--- src/rtl/spu_mamrs_pkg.sv ---
// Shared SPU definitions for the multiply/reduce sequencer: state encoding
// and the default operand-length field width.
package spu_mamrs_pkg;

  localparam int MAMRS_LEN_W = 6;

  typedef enum logic [2:0] {
    MAMRS_IDLE = 3'd0,
    MAMRS_MUL  = 3'd1,
    MAMRS_RED  = 3'd2,
    MAMRS_WB   = 3'd3,
    MAMRS_DONE = 3'd4
  } mamrs_state_t;

endpackage

--- src/rtl/spu_mamrs_idxctr.sv ---
// Word index counter pair for the multiply/reduce sequencer.
// step_mul walks the product schedule: rectangular (all i,j) for a general
// multiply, triangular (j >= i) for squaring. step_lin walks i linearly for
// the reduction and write-back passes. Both wrap back to zero after the last
// index so the next pass starts from word 0.
module spu_mamrs_idxctr
  import spu_mamrs_pkg::*;
#(
  parameter int LEN_W = MAMRS_LEN_W
) (
  input  logic             clk,
  input  logic             arst_l,
  input  logic             clr,
  input  logic             step_mul,
  input  logic             step_lin,
  input  logic             sq,
  input  logic [LEN_W-1:0] last_idx,
  output logic [LEN_W-1:0] i,
  output logic [LEN_W-1:0] j,
  output logic             i_last,
  output logic             j_last,
  output logic             pair_last
);

  localparam logic [LEN_W-1:0] ONE = LEN_W'(1);

  logic [LEN_W-1:0] i_next;
  logic [LEN_W-1:0] j_next;

  assign i_last    = (i == last_idx);
  assign j_last    = (j == last_idx);
  assign pair_last = i_last & j_last;

  // Next index values; clear has priority over any advance.
  always_comb begin
    i_next = i;
    j_next = j;
    if (clr) begin
      i_next = '0;
      j_next = '0;
    end else if (step_mul) begin
      if (!j_last) begin
        j_next = j + ONE;
      end else if (!i_last) begin
        i_next = i + ONE;
        // Squaring only needs the upper triangle, so the row restarts on the diagonal.
        j_next = sq ? (i + ONE) : '0;
      end else begin
        i_next = '0;
        j_next = '0;
      end
    end else if (step_lin) begin
      i_next = i_last ? '0 : (i + ONE);
    end
  end

  // Index registers.
  always_ff @(posedge clk or negedge arst_l) begin
    if (!arst_l) begin
      i <= '0;
      j <= '0;
    end else begin
      i <= i_next;
      j <= j_next;
    end
  end

endmodule

--- src/rtl/spu_mamrs.sv ---
// SPU multiply/reduce sequencer. Accepts a squaring or general-multiply start
// from the exponentiation controller, drives the word-serial multiplier through
// the product pass and the reduction pass, writes back the result words and
// returns a one-cycle spu_mared_red_done.
module spu_mamrs
  import spu_mamrs_pkg::*;
#(
  parameter int LEN_W = MAMRS_LEN_W
) (
  input  logic             rclk,
  input  logic             arst_l,
  input  logic             se,
  input  logic             spu_maexp_start_mulred_aequb,
  input  logic             spu_maexp_start_mulred_anoteqb,
  input  logic             spu_mactl_kill_op,
  input  logic [LEN_W-1:0] spu_mactl_len,
  input  logic             spu_mul_ack,
  output logic             spu_mamrs_mul_req,
  output logic [LEN_W-1:0] spu_mamrs_oprnd_i,
  output logic [LEN_W-1:0] spu_mamrs_oprnd_j,
  output logic             spu_mamrs_b_sel,
  output logic             spu_mamrs_red_phase,
  output logic             spu_mamrs_mem_wen,
  output logic [LEN_W-1:0] spu_mamrs_wr_idx,
  output logic             spu_mared_red_done,
  output logic             spu_mamrs_busy
);

  mamrs_state_t     state_reg;
  mamrs_state_t     state_next;
  logic [LEN_W-1:0] len_reg;
  logic             sq_reg;

  logic             kill;
  logic             start_any;
  logic             start_acc;
  logic             step_mul;
  logic             step_lin;
  logic [LEN_W-1:0] last_idx;
  logic [LEN_W-1:0] idx_i;
  logic [LEN_W-1:0] idx_j;
  logic             i_last;
  logic             j_last;
  logic             pair_last;

  // Scan enable only matters once scan chains are stitched in; no functional effect here.
  logic se_unused;
  assign se_unused = se;

  assign kill      = spu_mactl_kill_op;
  assign start_any = spu_maexp_start_mulred_aequb | spu_maexp_start_mulred_anoteqb;
  assign start_acc = (state_reg == MAMRS_IDLE) & start_any & ~kill;
  assign step_mul  = (state_reg == MAMRS_MUL) & spu_mul_ack & ~kill;
  assign step_lin  = (((state_reg == MAMRS_RED) & spu_mul_ack) | (state_reg == MAMRS_WB)) & ~kill;
  // Only used while len_reg != 0; a zero length goes straight to DONE.
  assign last_idx  = len_reg - LEN_W'(1);

  spu_mamrs_idxctr #(
    .LEN_W (LEN_W)
  ) u_idxctr (
    .clk       (rclk),
    .arst_l    (arst_l),
    .clr       (kill | start_acc),
    .step_mul  (step_mul),
    .step_lin  (step_lin),
    .sq        (sq_reg),
    .last_idx  (last_idx),
    .i         (idx_i),
    .j         (idx_j),
    .i_last    (i_last),
    .j_last    (j_last),
    .pair_last (pair_last)
  );

  // State register.
  always_ff @(posedge rclk or negedge arst_l) begin
    if (!arst_l) begin
      state_reg <= MAMRS_IDLE;
    end else begin
      state_reg <= state_next;
    end
  end

  // Operation parameters captured at start; aequb wins when both starts are seen.
  always_ff @(posedge rclk or negedge arst_l) begin
    if (!arst_l) begin
      len_reg <= '0;
      sq_reg  <= 1'b0;
    end else if (kill) begin
      sq_reg  <= 1'b0;
    end else if (start_acc) begin
      len_reg <= spu_mactl_len;
      sq_reg  <= spu_maexp_start_mulred_aequb;
    end
  end

  // Next-state and output decode; kill gates the strobes in its own cycle.
  always_comb begin
    state_next          = state_reg;
    spu_mamrs_mul_req   = 1'b0;
    spu_mamrs_oprnd_i   = '0;
    spu_mamrs_oprnd_j   = '0;
    spu_mamrs_b_sel     = 1'b0;
    spu_mamrs_red_phase = 1'b0;
    spu_mamrs_mem_wen   = 1'b0;
    spu_mamrs_wr_idx    = '0;
    spu_mared_red_done  = 1'b0;
    spu_mamrs_busy      = (state_reg != MAMRS_IDLE);

    case (state_reg)
      MAMRS_IDLE: begin
        if (start_acc) begin
          state_next = (spu_mactl_len == '0) ? MAMRS_DONE : MAMRS_MUL;
        end
      end
      MAMRS_MUL: begin
        spu_mamrs_mul_req = ~kill;
        spu_mamrs_oprnd_i = idx_i;
        spu_mamrs_oprnd_j = idx_j;
        spu_mamrs_b_sel   = ~sq_reg;
        if (spu_mul_ack && pair_last) begin
          state_next = MAMRS_RED;
        end
      end
      MAMRS_RED: begin
        spu_mamrs_mul_req   = ~kill;
        spu_mamrs_red_phase = 1'b1;
        spu_mamrs_oprnd_i   = idx_i;
        if (spu_mul_ack && i_last) begin
          state_next = MAMRS_WB;
        end
      end
      MAMRS_WB: begin
        spu_mamrs_mem_wen = ~kill;
        spu_mamrs_wr_idx  = idx_i;
        if (i_last) begin
          state_next = MAMRS_DONE;
        end
      end
      MAMRS_DONE: begin
        spu_mared_red_done = ~kill;
        state_next         = MAMRS_IDLE;
      end
      default: begin
        state_next = MAMRS_IDLE;
      end
    endcase

    if (kill) begin
      state_next = MAMRS_IDLE;
    end
  end

endmodule

--- config.mk ---
export PLATFORM = sky130hd
export DESIGN_NAME = spu_mamrs
export DESIGN_NICKNAME = d
export VERILOG_FILES = /design/src/rtl/spu_mamrs_pkg.sv /design/src/rtl/spu_mamrs_idxctr.sv /design/src/rtl/spu_mamrs.sv
export SDC_FILE = /design/constraint.sdc
export NUM_CORES = 1
export LEC_CHECK = 0
export BUFFER_PORTS_ARGS = -buffer_cell sky130_fd_sc_hd__buf_2
export CORE_MARGIN = 5
export CORE_UTILIZATION = 40
export DETAILED_ROUTE_END_ITERATION = 6
export SETUP_SLACK_MARGIN = 0.3
export SLEW_MARGIN = 20
export SYNTH_ARGS = -nofsm -noshare
export SYNTH_HDL_FRONTEND = slang
export SYNTH_SLANG_ARGS = --single-unit
--- constraint.sdc ---
create_clock -name rclk -period 2.4 [get_ports rclk]
set_input_delay 0.24 -clock rclk [delete_from_list [all_inputs] [get_ports rclk]]
set_output_delay 0.24 -clock rclk [all_outputs]
set_load 0.005 [all_outputs]
==> run_results.csv <==
group,metric,value,unit
finish,post-route-util,60.93,%
sta,fmaxAchievable,411.3,MHz
sta,fin_tns_setup,-0.05914,ns
min_path,min-delay-start,"spu_mactl_len[1]",
global_routing,grt_pass1_vias,1594,
synth,synth_edf_count,0,
pwr,power.static_leakage,1.113,nW
global_routing,grt_antenna_before_repair,0,
cts,cts-root-buf,"clkbuf_8",
finish,area_growth,47.19,%
worst_setup_path,timing_worst_setup_path_type,"reg2reg",
finish,share_of_final_layout_standard_cells_stronger_than_drive_strength_1,45.63,%
routing,remaining_drc_errors,0,
cts,cts_clk_pin_slew_worst_paths,0.08,ns
finish,layoutNonFillerInstCount,302,
finish,num-nets-final,269,
worst_setup_path,timing.critical_path.cells,"or3_4 > buf_6 > xnor2_4 > nor4_4 > a21boi_2 > a2111oi_4 > mux2_4",
worst_setup_path,worst_path_max_delay_cell,"or3_4",
synth,netlist_instances,189,
cts,clock_sink_count,22,
global_routing,grt_start_max_net_pins,23,
global_routing,track_usage,18.28,%
global_routing,globalRouteMet1Util,25.10,%
die,dieArea,5561,µm²
pwr,power_density,1137,nW/µm²
synth,async_flop_share,100.0,%
worst_setup_path,required,2.55,ns
cts,cts_buffers,3,
synth,synth_flop_cell,"dfrtp_1",
sta,tightestPinTransition,0.9245,ns
synth,postSynthRegisterBits,22,
cts,clock_insertion_delay_worst_skew,0.27,ns
cts,tritoncts,"built",
worst_setup_path,cp-end-kind,"register",
sta,worst_clock_skew,0.004964,ns
routing,drt-initial-drc-count,116,
worst_setup_path,r2r_end,"state_reg[0]",
sta,slew_violations,0,
sta,finalSetupViolCount,2,
die,chipWidth,74.57,µm
global_routing,grt-busiest-layer,"met2",
sta,finalHoldViolations,0,
place,numPortBuffers,35,
worst_setup_path,critical_path_depth,7,
finish,antennaDiodeCount,0,
worst_setup_path,arrival,2.59,ns
finish,num-fill-cells,338,
worst_setup_path,timing.critical_path.to,"state_reg[0]",
synth,synth.net_count,205,
worst_setup_path,timing.rr.start,"len_reg[2]",
status,violations,"setup timing",
global_routing,grt_util_met3,2.703,%
place,place_worst_setup_slack,-0.1196,ns
synth,synth-warning-count,0,
routing,antenna_violating_nets_post_route,0,
synth,yosys.cell_types.count,46,
worst_setup_path,critical_path.max_fanout,4,
die,io_pins,37,
sta,relSlewSlack,38.37,%
sta,period_minus_slack,2.431,ns
synth,synth.yosys.seq_area_share,33.01,%
cts,clk_path_buf_depth,2,
worst_setup_path,timing.critical_path.buf_inv,1,
sta,min_period_over_period,101.3,%
routing,detail_routed_net_length_per_standard_cell,16.33,µm
worst_setup_path,ff2ff_setup_slack,-0.03,ns
synth,post_synth_instance_area,1668,µm²
worst_setup_path,reg2reg_depth,7,
sta,postLayoutSetupSlackWorst,-0.03114,ns
global_routing,grt_pass1_wl,7755,µm
status,outcome,"finished, violations left",
die,die_span_y,74.57,µm
routing,mean_number_of_vias_per_cell,5.377,
die,standard_cell_core_area,4029,µm²
worst_setup_path,critPathMaxStageDelay,0.42,ns
synth,avgSynthCellArea,8.825,µm²
global_routing,gr-total-overflow,0,
pwr,irDropWorstVdd,533.8,µV
sta,rsz_0062_raised_after_global_routing,"yes",
global_routing,met2_usage,30.24,%
die,fp-row-count,23,
cts,ctsHtreeMaxLevel,1,
min_path,min-delay-path-class,"in2reg",
die,floorplan.initialDensity,41.40,%
worst_setup_path,setup.worst_path.start_class,"register",
place,weighted_congestion_at_the_end_of_routability_driven_global_placement,0.8606,
routing,vias,1624,
routing,route.final.wire_length,4933,µm
worst_setup_path,family_of_cells_with_the_greatest_summed_delay_on_the_critical_path,"simple AND/OR/NAND/NOR gates",
place,cell_count_post_placement,284,
place,place_hpwl,3431,µm
run,drv.max_cap_violation_count,0,
routing,detail_route.first_pass.iterations,4,
worst_setup_path,critPathLaunch,"len_reg[2]",
[final cells by class]
cell class,instances,area (µm²),share of cell area [%]
timing repair buffer,68,469.2,19.11
multi-input combinational,152,1277,52.04
tap,50,62.56,2.548
inverter,6,22.52,0.9174
clock buffer,3,41.29,1.682
clock inverter,1,30.03,1.223
sequential,22,551.8,22.48
[layer usage]
layer | vias up | part of all wire (%) | wire, µm
li1 | 794 | - | -
met1 | 767 | 46 | 2245
met2 | 57 | 47 | 2296
met3 | 6 | 6.6 | 327
met4 | 0 | 1.3 | 63
met5 | - | 0 | 0
[kinds of logic (layout without fill, tap and decap cells)]
group	Yosys count	in the layout	synth area share (%)
fa+ha+maj	4	4	2.851
compound gates	42	42	18.23
mux	6	6	4.051
buf+inv	15	78	3.901
xor+xnor	23	23	12.08
flops	22	22	33.01
simple gates	77	77	25.88
[worst min-delay path: cells and delay by family]
family                 cells  cell delay, ns
and+or+nand+nor            1            0.04
buffers and inverters      1            0.09
AOI/OAI and AO/OA          1            0.07
[what timing repair did]
| item | in CTS | in global routing |
|---|---|---|
| hold buffers | 1 | 0 |
| setup buffers | 10 | 2 |
| pin swaps | 13 | 14 |
| hold endpoints to repair | 22 | 0 |
| endpoints found under the setup margin | 15 | 22 |
| resized for setup | 23 | 25 |
| gates cloned | 1 | 0 |
[worst min path at each step]
stage	cells after the start	slack, ns	endpoint
final	3	0.20	len_reg[1]
after global routing	2	0.22	len_reg[3]
after CTS	3	0.20	len_reg[1]
after detailed placement	1	0.25	state_reg[1]
after global placement	1	0.25	state_reg[1]
after floorplan	0	-0.06	len_reg[0]
[where the power goes]
group,internal (mW),switching (mW)
combinational,0.960,0.891
sequential,0.465,0.123
clock,0.223,0.130
[Yosys cell counts (all sizes together) (6+ instances only)]
cell type  count  share of area, %
nor2           9               2.0
nand2         16               3.6
inv            6               1.4
clkbuf         7               1.6
xnor2         17               8.9
o21ai         12               3.6
and2          17               6.4
xor2           6               3.2
a21oi          7               2.3
nor3           6               2.1
mux2           6               4.1
dfrtp         22                33
[cells in the final DEF (no fill, tap or decap), types with 4 or more instances in the layout]
cell type / n
nor2_1: 9
buf_4: 21
nor3_1: 5
nand3_1: 5
xnor2_1: 14
and2_1: 16
buf_6: 9
xor2_1: 5
buf_2: 36
o31ai_2: 4
o21ai_0: 5
o21ai_1: 6
mux2_2: 4
dfrtp_1: 21
nand2_1: 15
inv_1: 6
[stage by stage]
stage / power [mW] / cell area (µm²) / hold WS (ns)
finish: 2.792 / 2455 / 0.2049
CTS: 2.477 / 2311 / 0.1984
global route: 2.950 / 2455 / 0.2192
floorplan: 1.430 / 1687 / -0.05559
global placement: 1.879 / 2014 / 0.2482
detailed placement: 1.887 / 2014 / 0.2496
(Power assumes the default switching activity.)
